### src/rtl/led_pattern_gen.sv
// rtl/led_pattern_gen.sv - multi-channel LED pattern generator (off/on/blink/one-shot pulse)
//
// Purpose: a free-running prescaler produces a timebase tick every TICK_DIV
// clocks. Each of NUM_CH channels runs its own mode (OFF, ON, BLINK, PULSE)
// against that shared tick, using a per-channel period and counter.
//
// Ports:
//   clk        - rising-edge clock
//   rst_n      - asynchronous active-low reset
//   wr_en      - channel configuration write strobe
//   wr_ch      - target channel; writes to channels >= NUM_CH are dropped
//   wr_mode    - 0 OFF, 1 ON, 2 BLINK, 3 PULSE
//   wr_period  - period in ticks minus one
//   led        - registered LED drive, one bit per channel
//   pulse_done - one-cycle strobe per channel when a PULSE completes

module led_pattern_gen #(
  parameter int NUM_CH   = 4,
  parameter int CNT_W    = 27,
  parameter int TICK_DIV = 100_000,
  localparam int CH_W    = (NUM_CH > 1) ? $clog2(NUM_CH) : 1
) (
  input  logic              clk,
  input  logic              rst_n,
  input  logic              wr_en,
  input  logic [CH_W-1:0]   wr_ch,
  input  logic [1:0]        wr_mode,
  input  logic [CNT_W-1:0]  wr_period,
  output logic [NUM_CH-1:0] led,
  output logic [NUM_CH-1:0] pulse_done
);

  localparam int PS_W = (TICK_DIV > 1) ? $clog2(TICK_DIV) : 1;
  localparam logic [PS_W-1:0] PS_LAST = PS_W'(TICK_DIV - 1);

  localparam logic [1:0] MODE_OFF   = 2'd0;
  localparam logic [1:0] MODE_ON    = 2'd1;
  localparam logic [1:0] MODE_BLINK = 2'd2;
  localparam logic [1:0] MODE_PULSE = 2'd3;

  logic [PS_W-1:0]   ps_q, ps_d;
  logic              tick;

  logic [1:0]        mode_q   [NUM_CH];
  logic [1:0]        mode_d   [NUM_CH];
  logic [CNT_W-1:0]  period_q [NUM_CH];
  logic [CNT_W-1:0]  period_d [NUM_CH];
  logic [CNT_W-1:0]  count_q  [NUM_CH];
  logic [CNT_W-1:0]  count_d  [NUM_CH];
  logic [NUM_CH-1:0] led_q, led_d;
  logic [NUM_CH-1:0] done_q, done_d;

  logic              wr_valid;

  // With TICK_DIV = 1 PS_LAST is 0, so the prescaler sits at 0 and tick is
  // high every cycle.
  assign tick     = (ps_q == PS_LAST);
  assign ps_d     = tick ? '0 : ps_q + PS_W'(1);
  assign wr_valid = wr_en && (int'(wr_ch) < NUM_CH);

  // Next-state logic. A write to a channel takes priority over a tick in the
  // same cycle, which is also what silently aborts a PULSE in progress.
  always_comb begin
    led_d  = led_q;
    done_d = '0;
    for (int ch = 0; ch < NUM_CH; ch++) begin
      mode_d[ch]   = mode_q[ch];
      period_d[ch] = period_q[ch];
      count_d[ch]  = count_q[ch];
      if (wr_valid && (int'(wr_ch) == ch)) begin
        mode_d[ch]   = wr_mode;
        period_d[ch] = wr_period;
        count_d[ch]  = '0;
        led_d[ch]    = (wr_mode != MODE_OFF);
      end else if (tick) begin
        case (mode_q[ch])
          MODE_BLINK: begin
            if (count_q[ch] == period_q[ch]) begin
              count_d[ch] = '0;
              led_d[ch]   = ~led_q[ch];
            end else begin
              count_d[ch] = count_q[ch] + CNT_W'(1);
            end
          end
          MODE_PULSE: begin
            if (count_q[ch] == period_q[ch]) begin
              count_d[ch] = '0;
              mode_d[ch]  = MODE_OFF;
              led_d[ch]   = 1'b0;
              done_d[ch]  = 1'b1;
            end else begin
              count_d[ch] = count_q[ch] + CNT_W'(1);
            end
          end
          default: ;  // OFF and ON hold their state
        endcase
      end
    end
  end

  always_ff @(posedge clk or negedge rst_n) begin
    if (!rst_n) begin
      ps_q   <= '0;
      led_q  <= '0;
      done_q <= '0;
      for (int ch = 0; ch < NUM_CH; ch++) begin
        mode_q[ch]   <= MODE_OFF;
        period_q[ch] <= '0;
        count_q[ch]  <= '0;
      end
    end else begin
      ps_q   <= ps_d;
      led_q  <= led_d;
      done_q <= done_d;
      for (int ch = 0; ch < NUM_CH; ch++) begin
        mode_q[ch]   <= mode_d[ch];
        period_q[ch] <= period_d[ch];
        count_q[ch]  <= count_d[ch];
      end
    end
  end

  assign led        = led_q;
  assign pulse_done = done_q;

endmodule

### config.mk
export PLATFORM = sky130hd
export DESIGN_NAME = led_pattern_gen
export DESIGN_NICKNAME = d
export VERILOG_FILES = /design/src/rtl/led_pattern_gen.sv
export SDC_FILE = /design/constraint.sdc
export NUM_CORES = 1
export LEC_CHECK = 0
export ABC_AREA = 1
export CAP_MARGIN = 10
export CELL_PAD_IN_SITES_DETAIL_PLACEMENT = 0
export CELL_PAD_IN_SITES_GLOBAL_PLACEMENT = 1
export CORE_MARGIN = 8
export CORE_UTILIZATION = 25
export CTS_CLUSTER_DIAMETER = 100
export CTS_CLUSTER_SIZE = 30
export DETAILED_ROUTE_END_ITERATION = 16
export GPL_TIMING_DRIVEN = 0
export PLACE_DENSITY = 0.48
export SLEW_MARGIN = 15
export SYNTH_ARGS = -nofsm -noshare
export SYNTH_HDL_FRONTEND = slang
export SYNTH_SLANG_ARGS = --single-unit
### constraint.sdc
create_clock -name clk -period 5.2 [get_ports clk]
set_clock_uncertainty 0.05 [all_clocks]
set_input_delay 0.78 -clock clk [delete_from_list [all_inputs] [get_ports clk]]
set_output_delay 0.78 -clock clk [all_outputs]
set_load 0.05 [all_outputs]
==> run metrics, run 1 <==
Area Growth Syn to Fin=14.68%; worst hold slack=0.1629 ns; Setup violations, final=0; sequential share of the synthesized area=0.4335; H-tree depth=1; I/O pins=42; layout cell share with drive strength beyond 1=0.05613; Max VDD drop=0.2480 mV; Top cell by count, worst path=inv_1; most frequent cells in the layout=nand2_1 (766), dfrtp_1 (249), inv_1 (232), nor2_1 (184), nand3_1 (126); initial core utilization=0.2511; hpwl dp=37940 um; Peak Freq=349.8 MHz; routability cong.=0.7938; Area after DPL=15800 um2; Lkg Pwr=0.007730 uW; total number of vias=12750; Die ar.=65430 um2; largest area contributor in the netlist=dfrtp_1; Tcrit/Tclk final=0.5497; layout net count=2147; outcome=finished, final reports clean; Post-DRT Antenna Nets=0; clock sinks=249; PwrDens=286.4 nW/um2; max-cap viol count=0; IO Port Bufs=41; slowest cell on the critical path=nor3_1; vias in the first global route=12600; Total Power=4721 uW; CP delay by family, top=buffers and inverters; Post-synth EDFFs=0; FP Rows=88; Primary FF master, synth=dfrtp_1; first-pass GRT wire length=80180 um; Synthesized Nets=2083; Hold WC Path Type=input pin to asynchronous set/reset pin; Final Cell Area=16490 um2; TritonCTS Buffers=19; die width=255.8 um; postcts setup bufs=0; final setup TNS=0 ns; crit path cell chain=clkdlybuf4s50_1 > inv_1 > nor3_1 > inv_1 > nand2_2 > buf_2 > nand3_1 > nand2_1 > a21oi_1; worst path required time=5.57 ns; DR vias/cell=4.419; CP peak stage delay=0.66 ns; final hold vios=0; CP Launch Type=input pin; post-cts sizing count=0; clk slew on worst S/H paths=0.10 ns; antenna fix cells=0; Max clock buf depth=3; commonest non-fill, non-tap cell in the layout=nand2_1; asr flop ratio synth=1.000; DR WL/cell=18.00 um; Util after Layout=0.2879; post-synth top area share=0.4335; initial antenna violation count=3; total global routing overflow=0; Initial DRT Pass Iterations=7; unrepaired setup endpoints after global routing=false; Clock Latency Late Sink=0.55 ns; Die Span Y=255.8 um; Max Slew Vio Count=0; pin slew with the least headroom to its limit=0.8325 ns; relative slew slack=0.4429; Buf+Inv Stages, Crit Path=4; Fillers=6432; Synth Instances=2044; root buffer selected by CTS=clkbuf_16; CP arrival=3.23 ns; drt first-iter violations=787; crit end category=flip-flop; largest net degree at the start of global routing=94; gr usage total=0.1569; Unique masters post-synth=38; Core Area=57250 um2; routed wire length=51930 um; Mean Syn Cell Area=7.033 um2; drc violations=0; #FFs+latches synth=249; yosys warns=0; Post-Syn Area=14380 um2; worst-path maximum fanout=10; hold-fix buffer count after cts=0; largest cells by area after synthesis=dfrtp_1 (43%), nand2_1 (20%), inv_1 (6.1%); CTS tree=yes; worst setup path class=input pin to flip-flop; Tmin final=2.858 ns
## report_power, final
part / leakage (uW) / internal [uW] / switching (uW) / total, uW
Combinational: 0.00414 / 276 / 427 / 703
Clock: 0.000328 / 798 / 927 / 1730
Sequential: 0.00327 / 2120 / 171 / 2290
Total: 0.00773 / 3200 / 1530 / 4720
## area by class of cell
type,count,area [um2],share of cell area
tap,765,957.2,0.05806
inverter,239,897.1,0.05442
sequential,249,6231,0.3780
buffer,73,366.6,0.02224
clock buffer,20,489.2,0.02968
timing repair buffer,43,470.5,0.02854
multi-input combinational,1483,6880,0.4174
clock inverter,13,193.9,0.01176
## worst paths after layout
path	endpoint	start	slack (ns)	depth (start not counted)
setup / recovery	count_q[18]$_DFFE_PN0P_	wr_ch[0]	2.34	9
min in group clk	ps_q[0]$_DFF_PN0_	ps_q[0]$_DFF_PN0_	0.42	1
max in group asynchronous	count_q[41]$_DFFE_PN0P_	rst_n	3.95	2
hold / removal	count_q[100]$_DFFE_PN0P_	rst_n	0.16	1
hold reg to reg	ps_q[0]$_DFF_PN0_	ps_q[0]$_DFF_PN0_	0.42	1
setup reg to reg	pulse_done[1]$_DFF_PN0_	ps_q[0]$_DFF_PN0_	2.93	10
## cells by family (layout without fill, tap and decap cells)
| logic type | count (synthesis) | count (layout) | share of synthesized area |
|---|---|---|---|
| and+or+nand+nor | 1201 | 1201 | 0.3498 |
| xor gates and xnor gates | 102 | 102 | 0.06215 |
| AOI/OAI and AO/OA | 175 | 175 | 0.06232 |
| adders and majority gates | 5 | 5 | 0.004352 |
| DFF | 249 | 249 | 0.4335 |
| buffers and inverters | 312 | 388 | 0.08791 |
## synth_stat cells (4+ instances only)
| cell | instances |
|---|---|
| buf_4 | 4 |
| ha_1 | 5 |
| xor2_1 | 27 |
| nand2_1 | 766 |
| buf_2 | 29 |
| nand4_1 | 60 |
| buf_6 | 5 |
| nor2_2 | 11 |
| inv_1 | 232 |
| xnor2_1 | 75 |
| nor3_1 | 23 |
| dfrtp_1 | 249 |
| nor2_1 | 184 |
| o21ai_0 | 119 |
| a21oi_1 | 49 |
| inv_2 | 7 |
| nand3_2 | 5 |
| nand3_1 | 126 |
| nand2_2 | 7 |
| clkbuf_1 | 30 |
| nand3b_1 | 5 |
## per-layer routing
metal	vias up	global-route usage	routed length, um
met5	-	0	0
met3	32	0.01478	1192
met4	0	0.02338	718
met2	145	0.2552	23710
met1	6074	0.2281	26300
li1	6498	-	-
## registers in the layout, summed over array words and instances (netlist names)
register    flops
count_q       108
pulse_done      4
led             4
ps_q           17
mode_q          8
period_q      108
## metrics by stage
step | worst slack (ns) | std cells
floorplan | 3.277 | 2044
global placement | -9.030 | 2850
detailed placement | 1.837 | 2852
CTS | 2.418 | 2885
global route | 2.228 | 2885
finish | 2.342 | 2885
Note: power is estimated with default switching activity, not from simulation.
==> run 2: changes to the inputs <==
clock period = 2.7 ns   (was 5.2 ns; I/O delays follow)
==> run metrics, run 2 (synthesis results as in run 1) <==
unrepaired setup endpoints after global routing=false; DR WL/cell=17.99 um; Area Growth Syn to Fin=14.75%; Post-DRT Antenna Nets=0; hpwl dp=37940 um; Total Power=9093 uW; CTS tree=yes; initial antenna violation count=3; Area after DPL=15800 um2; vias in the first global route=12610; total number of vias=12770; I/O pins=42; worst path required time=3.07 ns; worst setup path class=input pin to flip-flop; crit end category=flip-flop; DR vias/cell=4.426; Clock Latency Late Sink=0.55 ns; TritonCTS Buffers=19; initial core utilization=0.2511; Tcrit/Tclk final=0.9178; PwrDens=551.3 nW/um2; Max clock buf depth=3; total global routing overflow=0; IO Port Bufs=41; Finished Layout Cells=2886; layout net count=2148; clock sinks=249; routed wire length=51910 um; dpl ws=-0.2877 ns; gr usage total=0.1569; largest net degree at the start of global routing=94; commonest non-fill, non-tap cell in the layout=nand2_1; layout cell share with drive strength beyond 1=0.05611; Top Registers=count_q: 108 flops, period_q: 108 flops, ps_q: 17 flops; Setup violations, final=0; Hold WC Path Type=input pin to asynchronous set/reset pin; CP arrival=2.84 ns; Lkg Pwr=0.007734 uW; CP Launch Type=input pin; routability cong.=0.7938; first-pass GRT wire length=80180 um; root buffer selected by CTS=clkbuf_16; Die ar.=65430 um2; Die Span Y=255.8 um; most frequent cells in the layout=nand2_1 (766), dfrtp_1 (249), inv_1 (232), nor2_1 (184), nand3_1 (126); placed cell count=2852; clk slew on worst S/H paths=0.10 ns; Initial DRT Pass Iterations=7; Max VDD drop=0.4776 mV; postcts setup bufs=0; drt first-iter violations=765; Peak Freq=403.6 MHz; antenna fix cells=0; drc violations=0; pin slew with the least headroom to its limit=0.8253 ns; final hold vios=0; die width=255.8 um; Util after Layout=0.2881; worst-path maximum fanout=10; max-cap viol count=0; setup ws final=0.2220 ns; Max Slew Vio Count=0; Core Area=57250 um2; Tmin final=2.478 ns; H-tree depth=1; FP Rows=88; relative slew slack=0.4498; outcome=finished, final reports clean; Final Cell Area=16500 um2
-- run 2: repair_timing --
item / in CTS / in global routing
endpoints found under the hold margin: 69 / 0
hold buffers: 1 / 0
gates resized for setup: 0 / 0
-- run 2: worst max-delay path, stage by stage --
cell and delay (ns):
clkdlybuf4s50_1 0.52, inv_1 0.07, nor3_1 0.65, inv_1 0.37
nand2_2 0.26, buf_2 0.31, nand3_1 0.12, nand2_1 0.09
a21oi_1 0.04
-- run 2: final cells by class --
cell class                 instances  area, um2
fill                            6431      40760
clock inverter                    13      193.9
tap                              765      957.2
inverter                         239      897.1
multi-input combinational       1483       6880
sequential                       249       6231
timing repair buffer              44      480.5
buffer                            73      366.6
clock buffer                      20      489.2
-- run 2: power by group --
group	switching, uW	total (uW)	internal (uW)
registers	329	4420	4090
logic	822	1360	533
clock network	1790	3320	1540
-- run 2: metrics by stage --
| stage | TNS [ns] | hold WS (ns) |
|---|---|---|
| 4_1_cts | 0 | 0.3966 |
| 3_3_place_gp | -2778.14 | 0.3970 |
| 5_1_grt | 0 | 0.4279 |
| 6_report | 0 | 0.3857 |
| 2_1_floorplan | 0 | 0.05941 |
| 3_5_place_dp | -8.772 | 0.4074 |
-- run 2: final timing paths --
check	start	end	slack (ns)	cells after the start
min in group clk	ps_q[0]$_DFF_PN0_	ps_q[0]$_DFF_PN0_	0.42	1
hold reg to reg	ps_q[0]$_DFF_PN0_	ps_q[0]$_DFF_PN0_	0.42	1
setup reg to reg	ps_q[0]$_DFF_PN0_	pulse_done[1]$_DFF_PN0_	0.43	10
setup / recovery	wr_ch[0]	count_q[18]$_DFFE_PN0P_	0.22	9
max in group asynchronous	rst_n	count_q[41]$_DFFE_PN0P_	1.21	3
hold / removal	rst_n	count_q[100]$_DFFE_PN0P_	0.39	2
-- run 2: per-layer routing --
metal  part of all wire  GRT usage  wire (um)  up-vias
met4              0.014    0.02338        719        0
met5                  0          0          0        -
met1               0.50     0.2280      26080     6080
li1                   -          -          -     6501
met2               0.46     0.2552      23730      161
met3              0.027    0.01488       1377       32
==> run 3: changes to the inputs <==
CORE_MARGIN = 2   (was 8)
==> run metrics, run 3 (synthesis results as in run 1) <==
Finished Layout Cells=2878; antenna fix cells=0; worst r2r path cells=11; clk slew on worst S/H paths=0.10 ns; GRT met1 Usage=0.2501; CP arrival=2.79 ns; unrepaired setup endpoints after global routing=false; final hold vios=0; total number of vias=12810; Top Registers=count_q: 108 flops, period_q: 108 flops, ps_q: 17 flops; FP Rows=87; Max clock buf depth=3; DR WL/cell=17.91 um; root buffer selected by CTS=clkbuf_16; commonest non-fill, non-tap cell in the layout=nand2_1; dpl ws=-0.2882 ns; most frequent cells in the layout=nand2_1 (766), dfrtp_1 (249), inv_1 (232), nor2_1 (184), nand3_1 (126); routability cong.=0.8066; placed cell count=2844; gr usage total=0.1743; pin slew with the least headroom to its limit=0.8428 ns; routed wire length=51540 um; Clock Latency Late Sink=0.55 ns; Top cell by count, worst path=inv_1; multi-input combinational cell area=6880 um2; Max Slew Vio Count=0; Tmin final=2.425 ns; slowest cell on the critical path=nor3_1; Die Span Y=243.8 um; largest net degree at the start of global routing=83; Peak Freq=412.4 MHz; setup ws final=0.2754 ns; FF+latch area=6231 um2; drc violations=0; I/O pins=42; Final Cell Area=16480 um2; drt first-iter violations=721; Core Area=56600 um2; Comb power frac=0.152; DR vias/cell=4.451; Max VDD drop=0.3551 mV; NetSw=2910 uW; M2 GR Usage=0.2823; Area after DPL=15820 um2; initial antenna violation count=0; IO Port Bufs=41; layout net count=2149; clock sinks=249; Total Power=8966 uW; Initial DRT Pass Iterations=5; die width=243.8 um; worst-path maximum fanout=10; Buf+Inv Stages, Crit Path=4; hpwl dp=37960 um; WP depth=9; max-cap viol count=0; initial core utilization=0.2540; clock power share=0.354; CP peak stage delay=0.62 ns; TritonCTS Buffers=19; Die ar.=59430 um2; crit end category=flip-flop; first-pass GRT wire length=78890 um; vias in the first global route=12590; crit path cell chain=clkdlybuf4s50_1 > inv_1 > nor3_1 > inv_1 > nand2_2 > buf_2 > nand3_1 > nand2_1 > a21oi_1; Area Growth Syn to Fin=14.61%; Lkg Pwr=0.007737 uW; Setup violations, final=0; switching share of total power=0.3246; total global routing overflow=0; Post-DRT Antenna Nets=0; relative slew slack=0.4361; postcts setup bufs=0; CP delay by family, top=buffers and inverters; Top Usage Layer GRT=met2; CP Launch Type=input pin; worst path required time=3.07 ns; met3 Resource Use GR=0.02280; P_int=6056 uW; sequential share of power=0.493; H-tree depth=1; layout cell share with drive strength beyond 1=0.05655; Tcrit/Tclk final=0.8980; Fillers=6324; Hold WC Path Type=input pin to asynchronous set/reset pin; outcome=finished, final reports clean; worst setup path class=input pin to flip-flop; CTS tree=yes; PwrDens=544.2 nW/um2
run 3: path summary, 6_finish.rpt:
| kind | start | to | slack, ns |
|---|---|---|---|
| max in group asynchronous | rst_n | count_q[12]$_DFFE_PN0P_ | 1.38 |
| min in group clk | ps_q[0]$_DFF_PN0_ | ps_q[0]$_DFF_PN0_ | 0.41 |
| setup / recovery | wr_ch[0] | count_q[22]$_DFFE_PN0P_ | 0.28 |
| hold / removal | rst_n | count_q[100]$_DFFE_PN0P_ | 0.33 |
| hold reg to reg | ps_q[0]$_DFF_PN0_ | ps_q[0]$_DFF_PN0_ | 0.41 |
| setup reg to reg | ps_q[0]$_DFF_PN0_ | mode_q[2]$_DFFE_PN0P_ | 0.49 |
run 3: layout make-up:
| type | count | share of cell area |
|---|---|---|
| plain buffers | 73 | 0.02225 |
| well taps | 756 | 0.05741 |
| clock buffers | 20 | 0.02969 |
| multi-input cells | 1483 | 0.4176 |
| clock inverters | 13 | 0.009569 |
| inverters | 239 | 0.05445 |
| flip-flops and latches | 249 | 0.3782 |
| repair buffers | 45 | 0.03083 |
run 3: timing repair:
item,in CTS,in global routing
hold buffers,1,0
resized for setup,0,0
endpoints found under the hold margin,54,0
run 3: power groups by stage:
| stage | Clock, uW | Sequential (uW) | Combinational [uW] |
|---|---|---|---|
| detailed placement | 0 | 4500 | 1390 |
| global route | 3430 | 4480 | 1570 |
| finish | 3180 | 4420 | 1360 |
| floorplan | 0 | 4440 | 843 |
| CTS | 3330 | 4430 | 1400 |
| global placement | 0 | 4500 | 1360 |
run 3: through the flow:
step	hold slack, ns	utilization	setup TNS [ns]
floorplan	0.05941	-	0
global placement	0.3946	0.2779	-2806.41
detailed placement	0.3321	0.2795	-10.31
CTS	0.3381	0.2911	0
global route	0.3618	0.2911	0
finish	0.3341	0.2911	0
run 3: worst reg2reg max path, delay by kind of cell (launching register included):
kind	cells	cell delay [ns]
simple gates	8	1.17
fa+ha+maj	1	0.17
buf+inv	2	0.36
flops	1	0.37
run 3: per-layer routing:
layer / wire length (um) / part of all wire
met1: 25360 / 0.49
met2: 23290 / 0.45
met3: 2047 / 0.040
met4: 838 / 0.016
met5: 0 / 0
